[config.mk]
export PLATFORM = sky130hd
export DESIGN_NAME = nfc_rd_stream_packer
export DESIGN_NICKNAME = d
export VERILOG_FILES = /design/src/rtl/nfc_stream_pkg.sv /design/src/rtl/nfc_stream_out_reg.sv /design/src/rtl/nfc_rd_stream_packer.sv
export SDC_FILE = /design/constraint.sdc
export NUM_CORES = 1
export LEC_CHECK = 0
export CORE_MARGIN = 2
export CORE_UTILIZATION = 47
export CTS_BUF_LIST = sky130_fd_sc_hd__clkbuf_16
export DETAILED_ROUTE_END_ITERATION = 10
export PLACE_DENSITY = 0.77
export SLEW_MARGIN = 20
export SYNTH_ARGS = -nofsm -noshare
export SYNTH_HDL_FRONTEND = slang
export SYNTH_HIERARCHICAL = 1
export SYNTH_SLANG_ARGS = --single-unit
[constraint.sdc]
create_clock -name clk -period 5.65 [get_ports clk]
set_clock_uncertainty 0.05 [all_clocks]
set_input_delay 1.13 -clock clk [delete_from_list [all_inputs] [get_ports clk]]
set_output_delay 1.13 -clock clk [all_outputs]
set_load 0.01 [all_outputs]
[src/rtl/nfc_stream_pkg.sv]
// Shared definitions for the NAND read-data stream stages.
//   - state_t      : packer FSM encoding (IDLE/PACK/FLUSH/DRAIN)
//   - KEEP16_FULL  : both bytes of a 16-bit beat valid
//   - KEEP16_LOW   : only the low byte of a 16-bit beat valid
//   - LEN_WIDTH_DEFAULT : default width of byte-length fields
package nfc_stream_pkg;

  localparam int LEN_WIDTH_DEFAULT = 16;

  localparam logic [1:0] KEEP16_FULL = 2'b11;
  localparam logic [1:0] KEEP16_LOW  = 2'b01;

  typedef enum logic [1:0] {
    ST_IDLE,
    ST_PACK,
    ST_FLUSH,
    ST_DRAIN
  } state_t;

endpackage

[src/rtl/nfc_stream_out_reg.sv]
// 32-bit registered stream output stage with valid/ready hold.
// Ports:
//   clk, reset      : clock, synchronous active-high reset
//   load            : capture load_* into the register (only when free)
//   load_data/keep/last : word to present downstream
//   m_ready         : downstream ready
//   m_valid/data/keep/last : registered stream output
//   free            : register can take a new word this cycle
module nfc_stream_out_reg (
  input  logic        clk,
  input  logic        reset,
  input  logic        load,
  input  logic [31:0] load_data,
  input  logic [3:0]  load_keep,
  input  logic        load_last,
  input  logic        m_ready,
  output logic        m_valid,
  output logic [31:0] m_data,
  output logic [3:0]  m_keep,
  output logic        m_last,
  output logic        free
);

  // Empty, or the current word leaves on this edge.
  assign free = !m_valid || m_ready;

  // NOTE: sequential state uses non-blocking assignments so every register
  // samples pre-edge values, independent of block ordering.
  always_ff @(posedge clk) begin
    if (reset) begin
      m_valid <= 1'b0;
      m_data  <= '0;
      m_keep  <= '0;
      m_last  <= 1'b0;
    end else if (load) begin
      m_valid <= 1'b1;
      m_data  <= load_data;
      m_keep  <= load_keep;
      m_last  <= load_last;
    end else if (m_ready) begin
      // Payload is left as-is; only valid drops after the handshake.
      m_valid <= 1'b0;
    end
  end

endmodule

[src/rtl/nfc_rd_stream_packer.sv]
// Packs the 16-bit NAND read stream into 32-bit little-endian words,
// enforces the expected transfer length and reports count/error/done.
// Ports:
//   clk, reset              : clock, synchronous active-high reset
//   start, expected_bytes   : arm a transfer (IDLE only); 0 = no length check
//   s_valid/ready/data/keep/last : 16-bit input stream
//   m_valid/ready/data/keep/last : 32-bit output stream
//   busy          : not IDLE
//   done          : one-cycle completion pulse
//   byte_count    : bytes accepted this transfer (saturating)
//   length_error  : sticky length/keep error, cleared on start
module nfc_rd_stream_packer
  import nfc_stream_pkg::*;
#(
  parameter int LEN_WIDTH = LEN_WIDTH_DEFAULT
) (
  input  logic                 clk,
  input  logic                 reset,
  input  logic                 start,
  input  logic [LEN_WIDTH-1:0] expected_bytes,
  input  logic                 s_valid,
  output logic                 s_ready,
  input  logic [15:0]          s_data,
  input  logic [1:0]           s_keep,
  input  logic                 s_last,
  output logic                 m_valid,
  input  logic                 m_ready,
  output logic [31:0]          m_data,
  output logic [3:0]           m_keep,
  output logic                 m_last,
  output logic                 busy,
  output logic                 done,
  output logic [LEN_WIDTH-1:0] byte_count,
  output logic                 length_error
);

  state_t               state;
  logic [LEN_WIDTH-1:0] exp_len;
  logic [15:0]          hold;
  logic                 hold_valid;
  logic                 input_ended;

  logic                 out_free;
  logic                 accept;
  logic [1:0]           beat_bytes;
  logic                 bad_keep;
  logic [LEN_WIDTH:0]   sum;
  logic [LEN_WIDTH-1:0] next_count;
  logic                 reach;
  logic                 final_beat;
  logic                 emit;
  logic                 load;
  logic [31:0]          word_data;
  logic [3:0]           word_keep;

  // Ready in PACK follows only the output register, never the input beat.
  assign s_ready = ((state == ST_PACK) && out_free) || (state == ST_DRAIN);
  assign accept  = s_valid && s_ready;

  // NOTE: every signal gets a default at the top of always_comb so no path
  // leaves it unassigned, which would infer a latch.
  always_comb begin
    beat_bytes = 2'd0;
    bad_keep   = 1'b0;
    word_data  = '0;
    word_keep  = '0;
    emit       = 1'b0;

    case (s_keep)
      2'b00:      beat_bytes = 2'd0;
      KEEP16_LOW: begin
        // A single trailing byte is only legal on the last beat.
        beat_bytes = s_last ? 2'd1 : 2'd2;
        bad_keep   = !s_last;
      end
      default: begin
        beat_bytes = 2'd2;
        bad_keep   = (s_keep != KEEP16_FULL);
      end
    endcase

    sum        = {1'b0, byte_count} + (LEN_WIDTH+1)'(beat_bytes);
    next_count = sum[LEN_WIDTH] ? '1 : sum[LEN_WIDTH-1:0];
    // Count may step past an odd expected length, hence >=.
    reach      = (exp_len != '0) && (next_count >= exp_len);
    final_beat = s_last || reach;

    if (beat_bytes == 2'd1) begin
      emit = 1'b1;
      if (hold_valid) begin
        word_data = {8'h00, s_data[7:0], hold};
        word_keep = 4'b0111;
      end else begin
        word_data = {24'h0, s_data[7:0]};
        word_keep = 4'b0001;
      end
    end else if (beat_bytes == 2'd2) begin
      if (hold_valid) begin
        emit      = 1'b1;
        word_data = {s_data, hold};
        word_keep = 4'b1111;
      end else if (final_beat) begin
        emit      = 1'b1;
        word_data = {16'h0, s_data};
        word_keep = 4'b0011;
      end
    end else if (final_beat) begin
      // Empty last beat: flush whatever is held (possibly nothing).
      emit = 1'b1;
      if (hold_valid) begin
        word_data = {16'h0, hold};
        word_keep = 4'b0011;
      end
    end

    load = (state == ST_PACK) && accept && emit;
  end

  nfc_stream_out_reg u_out_reg (
    .clk       (clk),
    .reset     (reset),
    .load      (load),
    .load_data (word_data),
    .load_keep (word_keep),
    .load_last (final_beat),
    .m_ready   (m_ready),
    .m_valid   (m_valid),
    .m_data    (m_data),
    .m_keep    (m_keep),
    .m_last    (m_last),
    .free      (out_free)
  );

  always_ff @(posedge clk) begin
    if (reset) begin
      state        <= ST_IDLE;
      exp_len      <= '0;
      // NOTE: the holding register data is reset too, not only its valid
      // flag, so no stale half-word can ever be observed after reset.
      hold         <= '0;
      hold_valid   <= 1'b0;
      input_ended  <= 1'b0;
      byte_count   <= '0;
      length_error <= 1'b0;
      busy         <= 1'b0;
      done         <= 1'b0;
    end else begin
      done <= 1'b0;
      case (state)
        ST_IDLE: begin
          if (start) begin
            exp_len      <= expected_bytes;
            byte_count   <= '0;
            length_error <= 1'b0;
            hold_valid   <= 1'b0;
            busy         <= 1'b1;
            state        <= ST_PACK;
          end
        end
        ST_PACK: begin
          if (accept) begin
            byte_count <= next_count;
            if (bad_keep) length_error <= 1'b1;
            if (final_beat) begin
              // Short: last before the expected length. Long: length met
              // while the source still has beats to send.
              if (s_last && (exp_len != '0) && (next_count < exp_len))
                length_error <= 1'b1;
              if (reach && !s_last)
                length_error <= 1'b1;
              hold_valid  <= 1'b0;
              input_ended <= s_last;
              state       <= ST_FLUSH;
            end else if (beat_bytes == 2'd2) begin
              if (hold_valid) begin
                hold_valid <= 1'b0;
              end else begin
                hold       <= s_data;
                hold_valid <= 1'b1;
              end
            end
          end
        end
        ST_FLUSH: begin
          // Only the final word can be in the output register here.
          if (m_valid && m_ready) begin
            if (input_ended) begin
              done  <= 1'b1;
              busy  <= 1'b0;
              state <= ST_IDLE;
            end else begin
              state <= ST_DRAIN;
            end
          end
        end
        ST_DRAIN: begin
          if (accept && s_last) begin
            done  <= 1'b1;
            busy  <= 1'b0;
            state <= ST_IDLE;
          end
        end
        default: state <= ST_IDLE;
      endcase
    end
  end

endmodule

=== After elaboration in Yosys (flattened, before gate mapping) ===
Index checks and enable logic that the tools add are counted.

* Output and inout port bits: 58
* Bits in writable memories: 0
* Bits in read-only memories: 0
* Latch bits: 0
* Flip-flop bits (word level): 93
* Memories: 0
* Logic and storage cells: 115
* Bits of input ports: 40

* $lt $le $gt $ge: 2
* $mul: 0
* Add/sub/neg operators: 1
* Divide/modulo/power cells: 0
* Multiplexer cells: 55
* Shift operators: 0
* Reductions and logical operators: 28
* Equal/unequal tests: 14
* Bitwise logic cells: 2

{| class="wikitable"
|+ Operators with widths
! kind !! number
|-
| $mux W16 || 6
|-
| $mux W32 || 3
|-
| $pmux W16 S2 || 1
|-
| $mux W24 || 1
|-
| $mux W1 || 23
|-
| $mux W2 || 10
|-
| $add A16 B2 Y17 || 1
|-
| $ge A16 B16 Y1 || 1
|-
| $lt A16 B16 Y1 || 1
|-
| $reduce_bool A16 Y1 || 1
|-
| $reduce_and A5 Y1 || 3
|-
| $mux W4 || 3
|-
| $logic_and A1 B1 Y1 || 10
|-
| $ne A2 B2 Y1 const B || 5
|-
| $pmux W1 S2 || 4
|-
| $pmux W2 S4 || 1
|-
| $eq A2 B1 Y1 const B || 3
|-
| $eq A2 B2 Y1 const B || 3
|-
| $reduce_and A3 Y1 || 2
|-
| $logic_not A2 Y1 || 2
|-
| $ne A2 B1 Y1 const B || 2
|-
| $pmux W2 S2 || 1
|-
| $reduce_and A4 Y1 || 1
|-
| $reduce_bool A2 Y1 || 2
|-
| other kinds (8) || 12
|}

=== Longest topological paths before layout ===
Gate-level depths: netlist of run 1.

* Word-level depth: 13
* Gate-level depth with buffers: 22
* Mapped depth without buffers: 20

=== Hierarchy ===
The synthesis of run 1 kept the hierarchy.

{| class="wikitable"
|+ Modules (own cells, without submodules)
! module !! area an instance (um^2) !! times used !! cells an instance !! seq. area each (um^2)
|-
| nfc_rd_stream_packer || 3,460.8 || 1 || 442 || 1,101.1
|-
| nfc_stream_out_reg || 1,361.3 || 1 || 123 || 760.7
|}

=== Worst setup path before layout of run 1 ===
Ideal clock, no wire load.

* Path type: in2reg
* Start: input port s_last
* End: register u_out_reg.m_data[18]
* Arrival: 5.275 ns
* Data required time: 5.472 ns
* Stages on the path: 22
* Library setup time: 0.128 ns
* Buffers on the path: 4
* Path slack: 0.197 ns
* Path through: inv_1 > a21oi_1 > inv_1 > fa_1 > and3_1 > clkbuf_1 > nand2_1 > or3_1 > clkbuf_1 > nand2_1 > ha_1 > nand4_2 > or4_4 > nor4_2 > or2_2 > o21ai_4 > inv_1 > o21a_1 > buf_6 > buf_12 > mux2i_1 > nor2_1

* Cells in the longest elaborated chain, start to end: 12
* Elaborated cells on any way between the ends: 16
* Those cells by class: add/sub: 1; order compare: 1; eq/ne: 2; mux: 9; reduce/logical: 3

{| class="wikitable"
|+ Ends and longest elaborated chain
! element !! RTL line !! RTL
|-
| from (decl) || nfc_rd_stream_packer.sv:25 || <nowiki>input logic s_last,</nowiki>
|-
| $mux W2 || nfc_rd_stream_packer.sv:73 || <nowiki>beat_bytes = s_last ? 2'd1 : 2'd2;</nowiki>
|-
| $pmux W2 S2 || nfc_rd_stream_packer.sv:69 || <nowiki>case (s_keep)</nowiki>
|-
| $add A16 B2 Y17 || nfc_rd_stream_packer.sv:82 || <nowiki>sum = {1'b0, byte_count} + (LEN_WIDTH+1)'(beat_bytes);</nowiki>
|-
| $mux W16 || nfc_rd_stream_packer.sv:83 || <nowiki>next_count = sum[LEN_WIDTH] ? '1 : sum[LEN_WIDTH-1:0];</nowiki>
|-
| $ge A16 B16 Y1 || nfc_rd_stream_packer.sv:85 || <nowiki>reach = (exp_len != '0) && (next_count >= exp_len);</nowiki>
|-
| $logic_and A1 B1 Y1 || nfc_rd_stream_packer.sv:85 ||
|-
| $logic_or A1 B1 Y1 (*) || nfc_rd_stream_packer.sv:86 || <nowiki>final_beat = s_last || reach;</nowiki>
|-
| named net final_beat || nfc_rd_stream_packer.sv:50 || <nowiki>logic final_beat;</nowiki>
|-
| $mux W1 (*) || nfc_rd_stream_packer.sv:102, nfc_rd_stream_packer.sv:107 ||
|-
| $mux W1 || nfc_rd_stream_packer.sv:98 || <nowiki>if (hold_valid) begin</nowiki>
|-
| $mux W1 (*) || nfc_rd_stream_packer.sv:97 || <nowiki>end else if (beat_bytes == 2'd2) begin</nowiki>
|-
| $mux W1 (*) || nfc_rd_stream_packer.sv:88 || <nowiki>if (beat_bytes == 2'd1) begin</nowiki>
|-
| $logic_and A1 B1 Y1 (*) || nfc_rd_stream_packer.sv:116 || <nowiki>load = (state == ST_PACK) && accept && emit;</nowiki>
|-
| named net load || nfc_rd_stream_packer.sv:52 || <nowiki>logic load;</nowiki>
|-
| to (signal assigned) || nfc_stream_out_reg.sv:37 || <nowiki>m_data <= load_data;</nowiki>
|-
| to (decl) || nfc_stream_out_reg.sv:18 || <nowiki>output logic [31:0] m_data,</nowiki>
|}

Mark *: on every way through the listed nets, which the timed path passes. The rest lies on a longest branch.
A chain may end at the register's enable or synchronous reset.

=== Worst setup path in the final report of run 1 ===
* Start: input port s_last
* End: register u_out_reg.m_data[21]

Same word-level chain as after synthesis.

==> impl_metrics.csv, run 1 <==
group,metric,value,unit
synthesis,synth_cells,565,
global_route,grtUsageTotal,24.04,%
synthesis,syn_avg_cell_area,8.535,um^2
synthesis,yosysSeqAreaShare,38.61,%
die,die_height,105.3,um
setup_path,cp-end-kind,"register",
synthesis,synth_compound_area_share,14.76,%
route,viasPerCell,5.464,
power,ir_worst_vdd,135.3,uV
setup_path,crit_type,"primary input to register",
setup_path,crit_slowest_cell,"or4_4",
die,die_area,0.01109,mm^2
run_status,status,"finished clean",
route,drc,0,
route,wirelength_met1,5.709,mm
synthesis,synth-simple-area-share,22.73,%
route,first_pass_iters,5,
synthesis,syn-cell-area,0.004822,mm^2
route,met2WireLength,6.485,mm
global_route,grt_pass1_wl,21.61,mm
clocking,clk_latency,0.35,ns
sta,setup_viol,0,
clocking,h-tree-depth,3,
route,wl_met3,738,um
global_route,gr-total-overflow,0,
setup_path,crit_path_frequent_cell,"inv_1",
setup_path,r2r-end,"u_out_reg/m_data[21]$_SDFFE_PP0P_",
placed_design,place.gp.congestion,0.8999,
power,seqPwrFrac,44.2,%
sta,max_freq,183.4,MHz
synthesis,synthMuxAreaShare,11.68,%
die,io_pins,98,
sta,tightest_slew,1.124,ns
synthesis,synth_top_family_by_area,"simple AND/OR/NAND/NOR gates",
synthesis,ys_types,52,
sta,slew_viol_final,0,
sta,fin_crit_sh,96.50,%
route,antenna_left,0,
clocking,cts_tree,"done",
clocking,clock_sinks,93,
setup_path,reg2regPathDepth,18,
placed_design,place.port_buffers,97,
power,swShare,26.71,%
global_route,first_global_vias,4523,
route,top_layer,"met4",
route,routed_wl,13.19,mm
synthesis,synth_xor_area_share,1.635,%
power,switchingPower,0.4196,mW
power,p_int,1.151,mW
power,p_leak,2.496,nW
die,core,0.009864,mm^2
clocking,clockBufferDepth,2,
clocking,cts_buffers,9,
placed_design,hpwl,9.173,mm
sta,hold_viol,0,
layout,fin_nets,736,
setup_path,r2r_slack,1.33,ns
die,fp.dieW,105.3,um
die,start_util,48.88,%
power,p_per_area,243.2,mW/mm^2
layout,antenna_cells,0,
setup_path,cp-startpoint,"s_last",
sta,setup_tns,0,ns
power,combPwrFrac,17.7,%
layout,syn_to_final_growth,33.94,%
route,wl_per_cell,16.18,um
worst_hold_path,worst_hold_path_type,"register to register",
clocking,root_buffer,"clkbuf_16",
synthesis,synth_fp_nets,624,
sta,whs,0.4132,ns
setup_path,path_cells,"clkdlybuf4s50_1 -> inv_1 -> a21oi_2 -> inv_1 -> ha_1 -> a21o_1 -> and3_1 -> and3_1 -> nand3_1 -> o21ai_0 -> a21o_1 -> ha_1 -> nand4_2 -> or4_4 -> nor4_4 -> or2_4 -> o21ai_4 -> inv_1 -> o21a_4 -> buf_12 -> mux2i_1 -> nor2_1",
synthesis,synthAdderAreaFrac,5.086,%
setup_path,crit_path_max_fanout,9,
power,power_frac_clock,38.1,%
setup_path,start_kind,"primary input",
setup_path,critPathMaxStageDelay,0.61,ns
sta,max-slew-margin-rel,24.95,%
layout,drive_gt1_share,10.26,%
synthesis,ys_ff_latch,93,
route,drtIter0Drc,264,
setup_path,cp.arrival,5.59,ns
setup_path,endpoint,"u_out_reg/m_data[21]$_SDFFE_PP0P_",
setup_path,critical_path_required,5.79,ns
die,rows,36,
clocking,postCtsHoldBufs,0,
clocking,clk_pin_slew,0.06,ns
layout,mostFrequentLayoutCell,"clkdlybuf4s50_1",
global_route,grt_max_degree,78,
setup_path,r2r_start,"byte_count[1]$_SDFFE_PP0P_",
route,via_count,4453,
global_route,antenna_found_initial,0,
synthesis,yosys_warnings,6,
sta,final.min_clock_period,5.452,ns
flow_run,drv_cap,0,
sta,rsz0062_at_grt,"no",
layout,final_cell_mix,"96 x clkdlybuf4s50_1, 94 x nand2_1, 93 x dfxtp_1",
==> per-layer routing <==
| layer | vias up | global-route usage [%] |
|---|---|---|
| met5 | - | 0 |
| met3 | 21 | 5.628 |
| met4 | 0 | 7.810 |
| met1 | 2109 | 29.59 |
| li1 | 2179 | - |
| met2 | 144 | 41.34 |
==> cell families (layout without fill, tap and decap cells) <==
group | count (synthesis) | after routing
AND/OR/NAND/NOR | 231 | 231
XOR/XNOR | 9 | 9
adder cells (fa/ha/maj) | 19 | 19
multiplexers | 56 | 56
buffers and inverters | 54 | 171
flip-flops | 93 | 93
AO/OA/AOI/OAI | 103 | 103
==> layout make-up <==
class / instances / area (um^2)
Fill cell: 793 / 3406
Multi-Input combinational cell: 418 / 2748
Inverter: 22 / 82.58
Sequential cell: 93 / 1862
Timing Repair Buffer: 133 / 1309
Clock buffer: 9 / 225.2
Clock inverter: 7 / 66.31
Tap cell: 133 / 166.4
==> power groups by stage <==
stage	Clock, mW	Combinational, mW	Sequential, mW
floorplan	0	0.162	0.703
detailed placement	0	0.258	0.708
finish	0.598	0.279	0.694
CTS	0.607	0.260	0.693
global route	0.638	0.303	0.697
global placement	0	0.249	0.707
==> worst min path at each step <==
stage	from	endpoint	slack (ns)	depth (start not counted)
after floorplan	hold[0]$_SDFFE_PP0P_	hold[0]$_SDFFE_PP0P_	0.38	2
after global placement	hold[11]$_SDFFE_PP0P_	hold[11]$_SDFFE_PP0P_	0.39	2
after detailed placement	hold[15]$_SDFFE_PP0P_	hold[15]$_SDFFE_PP0P_	0.40	2
after CTS	hold[8]$_SDFFE_PP0P_	hold[8]$_SDFFE_PP0P_	0.41	2
after global routing	hold[6]$_SDFFE_PP0P_	hold[6]$_SDFFE_PP0P_	0.43	2
final	hold[8]$_SDFFE_PP0P_	hold[8]$_SDFFE_PP0P_	0.41	2
==> metrics by stage <==
step / instance area (um^2) / cells / worst slack [ns] / util [%] / power [mW]
after floorplan: 4822 / 565 / 0.1970 / - / 0.8644
after global placement: 6053 / 794 / -0.1076 / 61.36 / 0.9563
after detailed placement: 6056 / 794 / -0.2368 / 61.39 / 0.9659
after CTS: 6347 / 810 / 0.1049 / 64.35 / 1.560
after global routing: 6459 / 815 / 0.005131 / 65.47 / 1.637
final: 6459 / 815 / 0.1976 / 65.47 / 1.571
==> critical path: cells and delay by family <==
family | cells | cell delay [ns]
AO/OA/AOI/OAI | 6 | 0.97
adder cells (fa/ha/maj) | 2 | 0.57
buffers and inverters | 5 | 0.93
multiplexers | 1 | 0.24
AND/OR/NAND/NOR | 8 | 1.73
==> flip-flops by register name (all words and copies together) (netlist names) <==
name and flops:
exp_len 16, done 1, hold_valid 1, u_out_reg/m_keep 4, u_out_reg/m_data 32, byte_count 16, u_out_reg/m_valid 1, input_ended 1
length_error 1, state 2, u_out_reg/m_last 1, hold 16, busy 1
==> Yosys cell counts (all sizes together) <==
library cell / count / share of area (%)
mux2i: 54 / 11
a41oi: 1 / 0.18
nor4b: 1 / 0.49
clkinv: 2 / 0.16
a2bb2oi: 1 / 0.18
or2: 1 / 0.13
a2111o: 1 / 0.23
dfxtp: 93 / 39
a21oi: 36 / 3.7
nand2b: 2 / 0.26
nor4: 6 / 1.0
nand3: 7 / 0.73
inv: 20 / 1.6
and3: 5 / 0.65
a32o: 17 / 3.5
ha: 18 / 4.7
or4: 1 / 0.23
o21a: 3 / 0.47
fa: 1 / 0.42
buf: 9 / 2.0
a21o: 7 / 1.1
nor2: 62 / 4.8
a211oi: 3 / 0.47
nor2b: 15 / 1.9
and4: 2 / 0.36
nand2: 95 / 7.4
xor2: 6 / 1.1
o22a: 1 / 0.18
or3: 1 / 0.13
nor3b: 5 / 0.78
mux2: 2 / 0.47
xnor2: 3 / 0.54
a22oi: 9 / 1.4
a22o: 1 / 0.18
nand3b: 1 / 0.16
o21ai: 20 / 2.3
clkbuf: 23 / 1.8
nor3: 7 / 0.83
o311ai: 1 / 0.54
nand4: 4 / 0.65
and2: 16 / 2.1
a31oi: 2 / 0.26
==> what timing repair did <==
action                     in CTS  in global routing
setup endpoints to repair       0                 42
gates resized for setup         0                  6
hold endpoints to repair        0                  0
buffers inserted                0                  3
Note: power is estimated with default switching activity, not from simulation.
==> run 2, diff against run 1 <==
--- a/config.mk
+++ b/config.mk
@@ -5,6 +5,7 @@
 export SDC_FILE = /design/constraint.sdc
 export NUM_CORES = 1
 export LEC_CHECK = 0
+export CAP_MARGIN = 20
 export CORE_MARGIN = 2
 export CORE_UTILIZATION = 47
 export CTS_BUF_LIST = sky130_fd_sc_hd__clkbuf_16
==> results of run 2 <==
Same layout as run 1: the final DEF is identical, and so are final timing and power.
==> run 3, diff against run 2 <==
--- a/config.mk
+++ b/config.mk
@@ -11,6 +11,7 @@
 export CTS_BUF_LIST = sky130_fd_sc_hd__clkbuf_16
 export DETAILED_ROUTE_END_ITERATION = 10
 export PLACE_DENSITY = 0.77
+export SKIP_CTS_REPAIR_TIMING = 1
 export SLEW_MARGIN = 20
 export SYNTH_ARGS = -nofsm -noshare
 export SYNTH_HDL_FRONTEND = slang
==> results of run 3 <==
Same layout as run 1: the final DEF is identical, and so are final timing and power.
